### config.mk
export PLATFORM = sky130hd
export DESIGN_NAME = loop_nest_counter
export DESIGN_NICKNAME = d
export VERILOG_FILES = /design/src/rtl/loop_nest_counter.sv
export SDC_FILE = /design/constraint.sdc
export NUM_CORES = 1
export LEC_CHECK = 0
export CAP_MARGIN = 25
export CORE_MARGIN = 5
export CORE_UTILIZATION = 50
export CTS_BUF_LIST = sky130_fd_sc_hd__clkbuf_4
export DETAILED_ROUTE_END_ITERATION = 8
export HOLD_SLACK_MARGIN = 0.03
export PLACE_DENSITY = 0.84
export SLEW_MARGIN = 40
export SYNTH_ARGS = -nofsm -noshare
export SYNTH_HDL_FRONTEND = slang
export SYNTH_SLANG_ARGS = --single-unit
export TNS_END_PERCENT = 5
### constraint.sdc
create_clock -name clk -period 3.05 [get_ports clk]
set_input_delay 0.4575 -clock clk [delete_from_list [all_inputs] [get_ports clk]]
set_output_delay 0.4575 -clock clk [all_outputs]
set_load 0.05 [all_outputs]
### src/rtl/loop_nest_counter.sv
// Three-level (column -> row -> tile) loop-nest index generator for the systolic
// matmul datapath, with start/busy/done job control and an advance/stall input.
module loop_nest_counter #(
    parameter  int MAX_COLS  = 32,
    parameter  int MAX_ROWS  = 32,
    parameter  int MAX_TILES = 16,
    localparam int CW  = (MAX_COLS  > 1) ? $clog2(MAX_COLS)  : 1,
    localparam int RW  = (MAX_ROWS  > 1) ? $clog2(MAX_ROWS)  : 1,
    localparam int TW  = (MAX_TILES > 1) ? $clog2(MAX_TILES) : 1,
    localparam int CCW = $clog2(MAX_COLS + 1),
    localparam int RCW = $clog2(MAX_ROWS + 1),
    localparam int TCW = $clog2(MAX_TILES + 1)
) (
    input  logic           clk,
    input  logic           rst,
    input  logic           start,
    input  logic [CCW-1:0] cfg_cols,
    input  logic [RCW-1:0] cfg_rows,
    input  logic [TCW-1:0] cfg_tiles,
    input  logic           advance,
    output logic [CW-1:0]  col_cntr,
    output logic [RW-1:0]  row_cntr,
    output logic [TW-1:0]  tile_cntr,
    output logic           busy,
    output logic           last_col,
    output logic           last_row,
    output logic           last,
    output logic           done,
    output logic           cfg_err,
    output logic           state_dbg
);

    // Handshake: busy is the valid for the presented (col,row,tile) index and
    // advance is its ready. An index is consumed on a cycle with busy && advance;
    // on busy && !advance every counter and flag holds.

    typedef enum logic {
        IDLE = 1'b0,
        RUN  = 1'b1
    } state_t;

    state_t         state, state_next;
    logic [CCW-1:0] cols_q, cols_next;
    logic [RCW-1:0] rows_q, rows_next;
    logic [TCW-1:0] tiles_q, tiles_next;
    logic [CW-1:0]  col_next;
    logic [RW-1:0]  row_next;
    logic [TW-1:0]  tile_next;
    logic           done_next;
    logic           cfg_err_next;
    logic           cfg_ok;

    assign cfg_ok = (cfg_cols  != '0) && (cfg_cols  <= CCW'(MAX_COLS))  &&
                    (cfg_rows  != '0) && (cfg_rows  <= RCW'(MAX_ROWS))  &&
                    (cfg_tiles != '0) && (cfg_tiles <= TCW'(MAX_TILES));

    // Flags derive from the registered counters and latched bounds only, so they
    // are glitch-free with respect to advance and are forced low outside RUN.
    assign busy      = (state == RUN);
    assign last_col  = busy && (CCW'(col_cntr) == cols_q - CCW'(1));
    assign last_row  = last_col && (RCW'(row_cntr) == rows_q - RCW'(1));
    assign last      = last_row && (TCW'(tile_cntr) == tiles_q - TCW'(1));
    assign state_dbg = state;

    always_comb begin
        state_next   = state;
        cols_next    = cols_q;
        rows_next    = rows_q;
        tiles_next   = tiles_q;
        col_next     = col_cntr;
        row_next     = row_cntr;
        tile_next    = tile_cntr;
        done_next    = 1'b0;
        cfg_err_next = 1'b0;
        case (state)
            IDLE: begin
                if (start) begin
                    if (cfg_ok) begin
                        cols_next  = cfg_cols;
                        rows_next  = cfg_rows;
                        tiles_next = cfg_tiles;
                        state_next = RUN;
                    end else begin
                        cfg_err_next = 1'b1;
                    end
                end
            end
            RUN: begin
                if (advance) begin
                    if (last) begin
                        col_next   = '0;
                        row_next   = '0;
                        tile_next  = '0;
                        state_next = IDLE;
                        done_next  = 1'b1;
                    end else if (last_row) begin
                        col_next  = '0;
                        row_next  = '0;
                        tile_next = tile_cntr + TW'(1);
                    end else if (last_col) begin
                        col_next = '0;
                        row_next = row_cntr + RW'(1);
                    end else begin
                        col_next = col_cntr + CW'(1);
                    end
                end
            end
            default: state_next = IDLE;
        endcase
    end

    always_ff @(posedge clk) begin
        if (rst) begin
            state     <= IDLE;
            cols_q    <= '0;
            rows_q    <= '0;
            tiles_q   <= '0;
            col_cntr  <= '0;
            row_cntr  <= '0;
            tile_cntr <= '0;
            done      <= 1'b0;
            cfg_err   <= 1'b0;
        end else begin
            state     <= state_next;
            cols_q    <= cols_next;
            rows_q    <= rows_next;
            tiles_q   <= tiles_next;
            col_cntr  <= col_next;
            row_cntr  <= row_next;
            tile_cntr <= tile_next;
            done      <= done_next;
            cfg_err   <= cfg_err_next;
        end
    end

endmodule
# == Word-level counts from Yosys, hierarchy flattened ==
# Cells that the tools add are included.
# word_totals
out_inout_bits,21
elab_cells,58
input_bits,21
register_bits,34
# classes
n_reduce_logical,19
n_eq_ne,3
n_lt_le_gt_ge,3
muxes,15
bitwise_logic,3
addsub,6
# op_table
operator,count
$mux W5,6
$eq A5 B6 Y1,2
$le A6 B6 Y1 const B,2
$reduce_bool A6 Y1,2
$sub A6 B1 Y6 const B,2
$add A5 B1 Y5 const B,2
$reduce_and A3 Y1,3
$logic_and A1 B1 Y1,8
$mux W4,2
$mux W1,6
$reduce_or A3 Y1,2
$eq A4 B5 Y1,1
$le A5 B5 Y1 const B,1
$reduce_bool A5 Y1,1
$sub A5 B1 Y5 const B,1
$add A4 B1 Y4 const B,1
$not A1 Y1,3
$reduce_bool A3 Y1,1
$pmux W1 S2,1
$reduce_and A2 Y1,1
$reduce_bool A2 Y1,1

# == Depth between registers and ports, before layout ==
# Gate-level depths: netlist of the first run.
# logic_depth
ltp_word,9
mapped_depth,9
ltp_nobuf,8

# == Worst setup path before layout of the first run ==
# OpenSTA, ideal clock, no wires.
# synth_timing
path_type,register to output
start,reg tile_cntr[2]
end,out last
n_path_buf,0
path_stages_with_launch,6
setup_slack_ns,0.010
t_arrival_ns,2.582
path_cell_list,dfxtp_1 > nor4bb_1 > a22oi_1 > a2111oi_1 > nand2b_1 > nor2_1
# synth_via
elab_chain_len,2
# synth_lines
element,line_no,rtl
"start, declared",23,"output logic [TW-1:0] tile_cntr,"
"start signal, assigned",130,tile_cntr <= tile_next;
$eq A4 B5 Y1,62,assign last = last_row && (TCW'(tile_cntr) == tiles_q - TCW'(1));
$logic_and A1 B1 Y1,62,
"end, declared",27,"output logic last,"
# No other way between the ends.

# == Worst setup path after layout of the first run ==
# layout_timing
start,reg tiles_q[0]
end,out last
# layout_via
elab_chain_len,3
# layout_lines
element,line_no,rtl
"start, declared",45,"logic [TCW-1:0] tiles_q, tiles_next;"
"start signal, assigned",127,tiles_q <= tiles_next;
$sub A5 B1 Y5,62,
$eq A4 B5 Y1,62,
$logic_and A1 B1 Y1,62,
# No other way between the ends.

==> results of run 1 <==
-- synthesized netlist by cell type, drive strengths merged --
library cell	number	area [um^2]
o221a	1	11.3
or4	6	48.8
nand4b	1	8.76
or3	2	12.5
nor3	6	30.0
buf	4	21.3
o2111ai	1	8.76
nor2	31	116
nand2	8	30.0
o311a	1	10.0
a2bb2oi	1	8.76
a2111oi	1	10.0
clkbuf	6	22.5
o311ai	2	17.5
nand2b	2	12.5
xor2	5	43.8
nor2b	5	31.3
mux2i	17	170
a22oi	3	22.5
a311oi	1	8.76
nor4	2	12.5
and3	2	13.8
and3b	2	17.5
and2	4	25.0
ha	6	75.1
o41ai	2	17.5
nor4bb	2	20.0
dfxtp	34	681
nand3b	1	7.51
nor4b	2	32.5
nand3	10	62.6
inv	12	45.0
a21oi	11	55.1
a31oi	2	18.8
nand4	3	18.8
o21ai	7	38.8
xnor2	16	140
-- area by class of cell --
class                           instances  area [um^2]  area share [%]
Timing Repair Buffer                   49          488            19.5
Clock buffer                            5         37.5            1.50
Multi-Input combinational cell        166         1170            47.0
Inverter                               12         45.0            1.80
Sequential cell                        34          681            27.2
Clock inverter                          3         16.3           0.650
Tap cell                               48         60.1            2.40
-- cells in the final DEF (no fill, tap or decap), types with 2 or more instances in the layout --
cell,netlist,layout
a21oi_1,11,11
a22oi_1,3,3
and2_1,4,4
and3b_1,2,2
buf_12,0,2
buf_4,1,9
clkbuf_4,0,5
clkdlybuf4s50_1,0,38
dfxtp_1,34,34
ha_1,6,6
inv_1,12,12
mux2i_1,17,17
nand2_1,8,8
nand2b_1,2,2
nand3_1,9,9
nand4_1,3,3
nor2_1,31,30
nor2b_1,5,5
nor3_1,6,6
nor4_1,2,2
o21ai_0,6,6
o311ai_0,2,2
o41ai_1,2,2
or3_1,2,2
or4_1,5,5
xnor2_1,16,16
xor2_1,5,5
-- repair_timing --
| action | CTS | global route |
|---|---|---|
| setup buffers | 0 | 0 |
| setup endpoints to repair | 0 | 1 |
| resized for setup | 0 | 1 |
| hold buffers | 0 | 0 |
-- per-layer routing --
| metal | global-route usage (%) | up-vias | wire length (um) |
|---|---|---|---|
| li1 | - | 877 | - |
| met1 | 20.8 | 795 | 1950 |
| met2 | 29.6 | 35 | 2030 |
| met3 | 4.99 | 7 | 211 |
| met4 | 5.01 | 0 | 53 |
| met5 | 0 | - | 0 |
-- flip-flops by register name, summed over array words and instances (netlist names) --
name and count:
done 1, cfg_err 1, tiles_q 5, rows_q 6, cols_q 6, row_cntr 5
busy 1, tile_cntr 4, col_cntr 5
-- kinds of logic (layout without fill, tap and decap cells) --
group           Yosys count  in the layout  share of synthesized area, %
compound gates           33             33                          11.8
buf+inv                  22             69                          4.61
xor+xnor                 21             21                          9.55
fa+ha+maj                 6              6                          3.90
flops                    34             34                          35.3
mux                      17             17                          8.83
simple gates             89             89                          26.0
-- power breakdown --
group	internal, mW	leakage, nW	switching (mW)
clock	0.0856	0.0286	0.153
combinational	0.0651	0.568	0.0590
sequential	0.452	0.275	0.0111
-- per-stage QoR --
| step | cell area [um^2] | total power [mW] | setup slack [ns] |
|---|---|---|---|
| 2_1_floorplan | 1930 | 0.545 | 0.0101 |
| 3_3_place_gp | 2450 | 0.596 | 0.411 |
| 3_5_place_dp | 2450 | 0.598 | 0.346 |
| 4_1_cts | 2500 | 0.834 | 0.141 |
| 5_1_grt | 2500 | 0.864 | 0.00250 |
| 6_report | 2500 | 0.827 | 0.212 |
-- worst min path at each step --
| stage | from | end | slack (ns) | cells after the start |
|---|---|---|---|---|
| after detailed placement | tile_cntr[3]$_SDFFE_PP0P_ | tile_cntr[3]$_SDFFE_PP0P_ | 0.51 | 1 |
| after floorplan | rows_q[5]$_SDFFE_PP0P_ | rows_q[5]$_SDFFE_PP0P_ | 0.48 | 2 |
| after global placement | tile_cntr[3]$_SDFFE_PP0P_ | tile_cntr[3]$_SDFFE_PP0P_ | 0.51 | 1 |
| after CTS | tile_cntr[3]$_SDFFE_PP0P_ | tile_cntr[3]$_SDFFE_PP0P_ | 0.52 | 1 |
| final | tile_cntr[3]$_SDFFE_PP0P_ | tile_cntr[3]$_SDFFE_PP0P_ | 0.52 | 1 |
| after global routing | tile_cntr[3]$_SDFFE_PP0P_ | tile_cntr[3]$_SDFFE_PP0P_ | 0.56 | 1 |
==> impl_metrics.csv, run 1 <==
group,metric,value,unit
synth,synthesis.area,0.00193,mm^2
cts,cts.clk_slew.worst_paths,0.11,ns
timing,grt_setup_unrepaired,"no",
worst_setup_path,worst-path-stages,9,
worst_setup_path,crit_type,"reg2out",
timing,relSlewSlack,66.7,%
worst_setup_path,path_buf_inv,3,
worst_setup_path,critical_path.max_fanout,6,
floorplan,rows,22,
timing,drv_slew,0,
floorplan,boundaryPins,42,
synth,yosys_warnings,0,
timing,min_period,2.84,ns
cts,cts_tree,"done",
power_and_ir_drop,powerDensity,330,mW/mm^2
floorplan,coreArea,0.00369,mm^2
routing,num_vias,1714,
cts,cts_buffer_depth,2,
timing,hold_ws,0.520,ns
placement,dp_cells,309,
floorplan,start_util,52.2,%
layout,instances_no_fill,317,
status,status,"finished, final reports clean",
synth,synthCells,222,
routing,wirelength,4.25,mm
floorplan,die_x,72.1,um
floorplan,dieHeight,72.1,um
timing,setup_tns,0,ns
worst_setup_path,cp.arrival,2.38,ns
cts,cts_sinks,34,
layout,nets,295,
job,max-cap-violations,0,
routing,drt_first_pass_iters,4,
worst_setup_path,cpPeakStageDelay,0.43,ns
timing,setup_violations,0,
worst_setup_path,crit_path_top_delay_cell,"dfxtp_1",
synth,syn_avg_cell_area,8.68,um^2
cts,clkLatencyLatePin,0.34,ns
global_routing,grt_usage,17.3,%
worst_setup_path,required,2.59,ns
min_path,hold_path_class,"reg2reg",
placement,io_buffers,41,
timing,finalHoldViolations,0,
worst_setup_path,rrSetupSlack,0.70,ns
global_routing,overflow,0,
global_routing,first_global_vias,1674,
global_routing,grt_max_degree,17,
cts,h-tree-depth,2,
timing,fmax,352,MHz
layout,nFillCells,334,
worst_setup_path,reg2reg_depth,9,
synth,synthDistinctLibCells,45,
placement,gp_congestion,0.831,
worst_setup_path,end_kind,"output port",
synth,synth_seq_area_share,35.3,%
routing,drt-initial-drc-count,84,
layout,area_growth,29.9,%
global_routing,antenna_found_initial,0,
placement,dp_hpwl,3.35,mm
routing,drc,0,
floorplan,dieArea,0.00520,mm^2
power_and_ir_drop,p_leak,0.871,nW
power_and_ir_drop,vdd_ir_drop_max,274,uV
worst_setup_path,crit_path_end,"last",
worst_setup_path,r2r_start,"cols_q[0]$_SDFFE_PP0P_",
timing,finalCritPeriodShare,93.1,%
synth,synth_nets,249,
worst_setup_path,critical_path.startpoint,"tiles_q[0]$_SDFFE_PP0P_",
timing,skew,0.0162,ns
timing,worst_pin_slew,0.499,ns
worst_setup_path,crit_chain,"inv_1 > ha_1 > xnor2_1 > a22oi_1 > a2111oi_1 > buf_4 > nand2b_1 > nor2_2 > buf_12",
worst_setup_path,crit_family,"compound AO/OA/AOI/OAI gates",
global_routing,grt_pass1_wl,7.19,mm
layout,drive_above_1_share,10.0,%
worst_setup_path,critPathLaunchType,"register",
routing,ant_nets,0,
routing,viasPerCell,5.41,
layout,antenna_cells,0,
routing,wl_per_cell,13.4,um
synth,ys_ff_latch,34,
cts,cts_root_buffer,"clkbuf_4",
cts,cts_made_buffers,5,
worst_setup_path,timing.rr.end,"tile_cntr[2]$_SDFFE_PP0P_",
layout,postLayoutCoreUtil,67.8,%
No activity file was read; power rests on OpenSTA's default activity.
==> inputs of run 2 (changes only) <==
--- a/config.mk
+++ b/config.mk
@@ -6,7 +6,7 @@
 export NUM_CORES = 1
 export LEC_CHECK = 0
 export CAP_MARGIN = 25
-export CORE_MARGIN = 5
+export CORE_MARGIN = 2
 export CORE_UTILIZATION = 50
 export CTS_BUF_LIST = sky130_fd_sc_hd__clkbuf_4
 export DETAILED_ROUTE_END_ITERATION = 8
==> run 2 against run 1 <==
Design area down 0.50%. Sequential share of layout area grew 0.14 points. Wire length fell by 3.2%. Global-route usage up 3.0 points. Combinational power is essentially flat. Maximum frequency is 1.0% higher. Flip-flop and latch count stayed put. Non-clock buffer count is the same. Critical endpoint unchanged. Clock skew shrank 0.0082 ns.
==> impl_metrics.csv, run 2 (synthesis gave the netlist of run 1 again) <==
group,metric,value,unit
min_path,hold_path_class,"reg2reg",
worst_setup_path,crit_chain,"inv_1 > ha_1 > xnor2_1 > a22oi_1 > a2111oi_1 > buf_4 > nand2b_1 > nor2_2 > buf_12",
cts,cts.clk_slew.worst_paths,0.09,ns
routing,num_vias,1714,
timing,setup_tns,0,ns
worst_setup_path,r2r_start,"cols_q[0]$_SDFFE_PP0P_",
worst_setup_path,end_kind,"output port",
global_routing,busiest_layer,"met2",
power_and_ir_drop,p_clk_share,26.8,%
worst_setup_path,reg2reg_depth,9,
timing,drv_slew,0,
layout,final_cell_mix,"38 x clkdlybuf4s50_1, 34 x dfxtp_1, 30 x nor2_1",
cts,clkLatencyLatePin,0.33,ns
floorplan,coreArea,0.00369,mm^2
routing,ant_nets,0,
worst_setup_path,timing.rr.end,"tile_cntr[2]$_SDFFE_PP0P_",
worst_setup_path,cp.arrival,2.35,ns
global_routing,antenna_found_initial,0,
routing,wirelength,4.11,mm
power_and_ir_drop,p_int,596,uW
power_and_ir_drop,p_leak,0.867,nW
worst_setup_path,cpPeakStageDelay,0.41,ns
routing,drt-initial-drc-count,85,
global_routing,overflow,0,
timing,grt_setup_unrepaired,"no",
global_routing,grt_max_degree,17,
timing,fmax,356,MHz
floorplan,dieArea,0.00437,mm^2
floorplan,boundaryPins,42,
routing,viasPerCell,5.44,
timing,finalCritPeriodShare,92.1,%
layout,drive_above_1_share,9.36,%
layout,multi_input_area,0.00117,mm^2
cts,cts_buffer_depth,2,
cts,cts_sinks,34,
min_path,whs_endpoint,"tile_cntr[3]$_SDFFE_PP0P_",
layout,ff_latch_area,681,um^2
power_and_ir_drop,p_sw,206,uW
cts,hold_buffers,0,
placement,gp_congestion,0.852,
layout,antenna_cells,0,
cts,h-tree-depth,2,
worst_setup_path,critPathLaunchType,"register",
worst_setup_path,required,2.59,ns
global_routing,grtUsageMet2,34.3,%
timing,relSlewSlack,66.3,%
timing,finalHoldViolations,0,
worst_setup_path,crit_path_top_delay_cell,"dfxtp_1",
status,status,"finished, final reports clean",
placement,dp_hpwl,3.18,mm
timing,setup_violations,0,
worst_setup_path,critical_path.startpoint,"tiles_q[0]$_SDFFE_PP0P_",
global_routing,grt_usage,20.3,%
timing,min_period,2.81,ns
global_routing,grt_pass1_wl,6.91,mm
job,max-cap-violations,0,
floorplan,rows,22,
floorplan,dieHeight,66.1,um
routing,drc,0,
power_and_ir_drop,combPwrFrac,15.5,%
worst_setup_path,crit_type,"reg2out",
floorplan,die_x,66.1,um
layout,nFillCells,315,
power_and_ir_drop,finalPower,802,uW
layout,reg.largest.list,"cols_q: 6 flops, rows_q: 6 flops",
layout,mostFrequentLayoutCell,"clkdlybuf4s50_1",
layout,nets,295,
timing,worst_pin_slew,0.504,ns
cts,cts_tree,"done",
min_path,whs_path_depth,1,
global_routing,grt_use_met3,4.26,%
power_and_ir_drop,powerDensity,322,mW/mm^2
worst_setup_path,rrSetupSlack,0.56,ns
timing,skew,0.00797,ns
power_and_ir_drop,seq_power_share,57.8,%
worst_setup_path,critical_path.max_fanout,6,
global_routing,first_global_vias,1547,
placement,io_buffers,41,
timing,hold_ws,0.532,ns
power_and_ir_drop,vdd_ir_drop_max,257,uV
cts,cts_root_buffer,"clkbuf_4",
cts,cts_made_buffers,5,
min_path,holdCritStartpoint,"tile_cntr[3]$_SDFFE_PP0P_",
routing,drt_first_pass_iters,4,
power_and_ir_drop,p_sw_share,25.7,%
floorplan,start_util,52.2,%
layout,area_growth,29.2,%
global_routing,grt.met1_usage,26.1,%
routing,wl_per_cell,13.0,um
## run 2: per-stage QoR
step	worst slack (ns)	cell area (um^2)	utilization [%]	std cells
after floorplan	0.0101	1930	-	222
after global placement	0.378	2450	66.3	309
after detailed placement	0.328	2450	66.3	309
after CTS	0.147	2490	67.4	315
after global routing	0.0625	2490	67.5	315
final	0.241	2490	67.5	315
## run 2: area by class of cell
cell class | instances | area share [%]
multi-input combinational | 166 | 47.2
sequential | 34 | 27.3
clock inverter | 1 | 0.151
clock buffer | 5 | 1.51
tap | 48 | 2.41
timing repair buffer | 49 | 19.6
inverter | 12 | 1.81
## run 2: timing repair
action | 4_1_cts | 5_1_grt
endpoints found under the setup margin | 0 | 1
buffers inserted | 0 | 0
gates resized for setup | 0 | 1
## run 2: critical path, delay by kind of cell, from the launching register on
| kind | cells | cell delay (ns) |
|---|---|---|
| compound gates | 2 | 0.49 |
| xor+xnor | 1 | 0.15 |
| fa+ha+maj | 1 | 0.24 |
| buf+inv | 3 | 0.43 |
| flops | 1 | 0.41 |
| simple gates | 2 | 0.31 |
## run 2: per-layer routing
layer  share of wire, %  up-vias
met5                  0        -
met1                 48      798
li1                   -      874
met4                1.1        0
met2                 46       36
met3                4.5        6
## run 2: how the worst max path moves through the flow
stage,end,slack [ns],depth (start not counted)
final,last,0.24,9
after global routing,last,0.06,9
after floorplan,last,0.01,5
after global placement,tiles_q[0]$_SDFFE_PP0P_,0.38,8
after CTS,last,0.15,9
after detailed placement,rows_q[0]$_SDFFE_PP0P_,0.33,8
## run 2: power by group through the flow
stage	combinational, mW	sequential [mW]	clock, mW
finish	0.124	0.464	0.215
global route	0.136	0.465	0.237
CTS	0.125	0.463	0.222
detailed placement	0.124	0.474	0
global placement	0.122	0.473	0
floorplan	0.0636	0.481	0
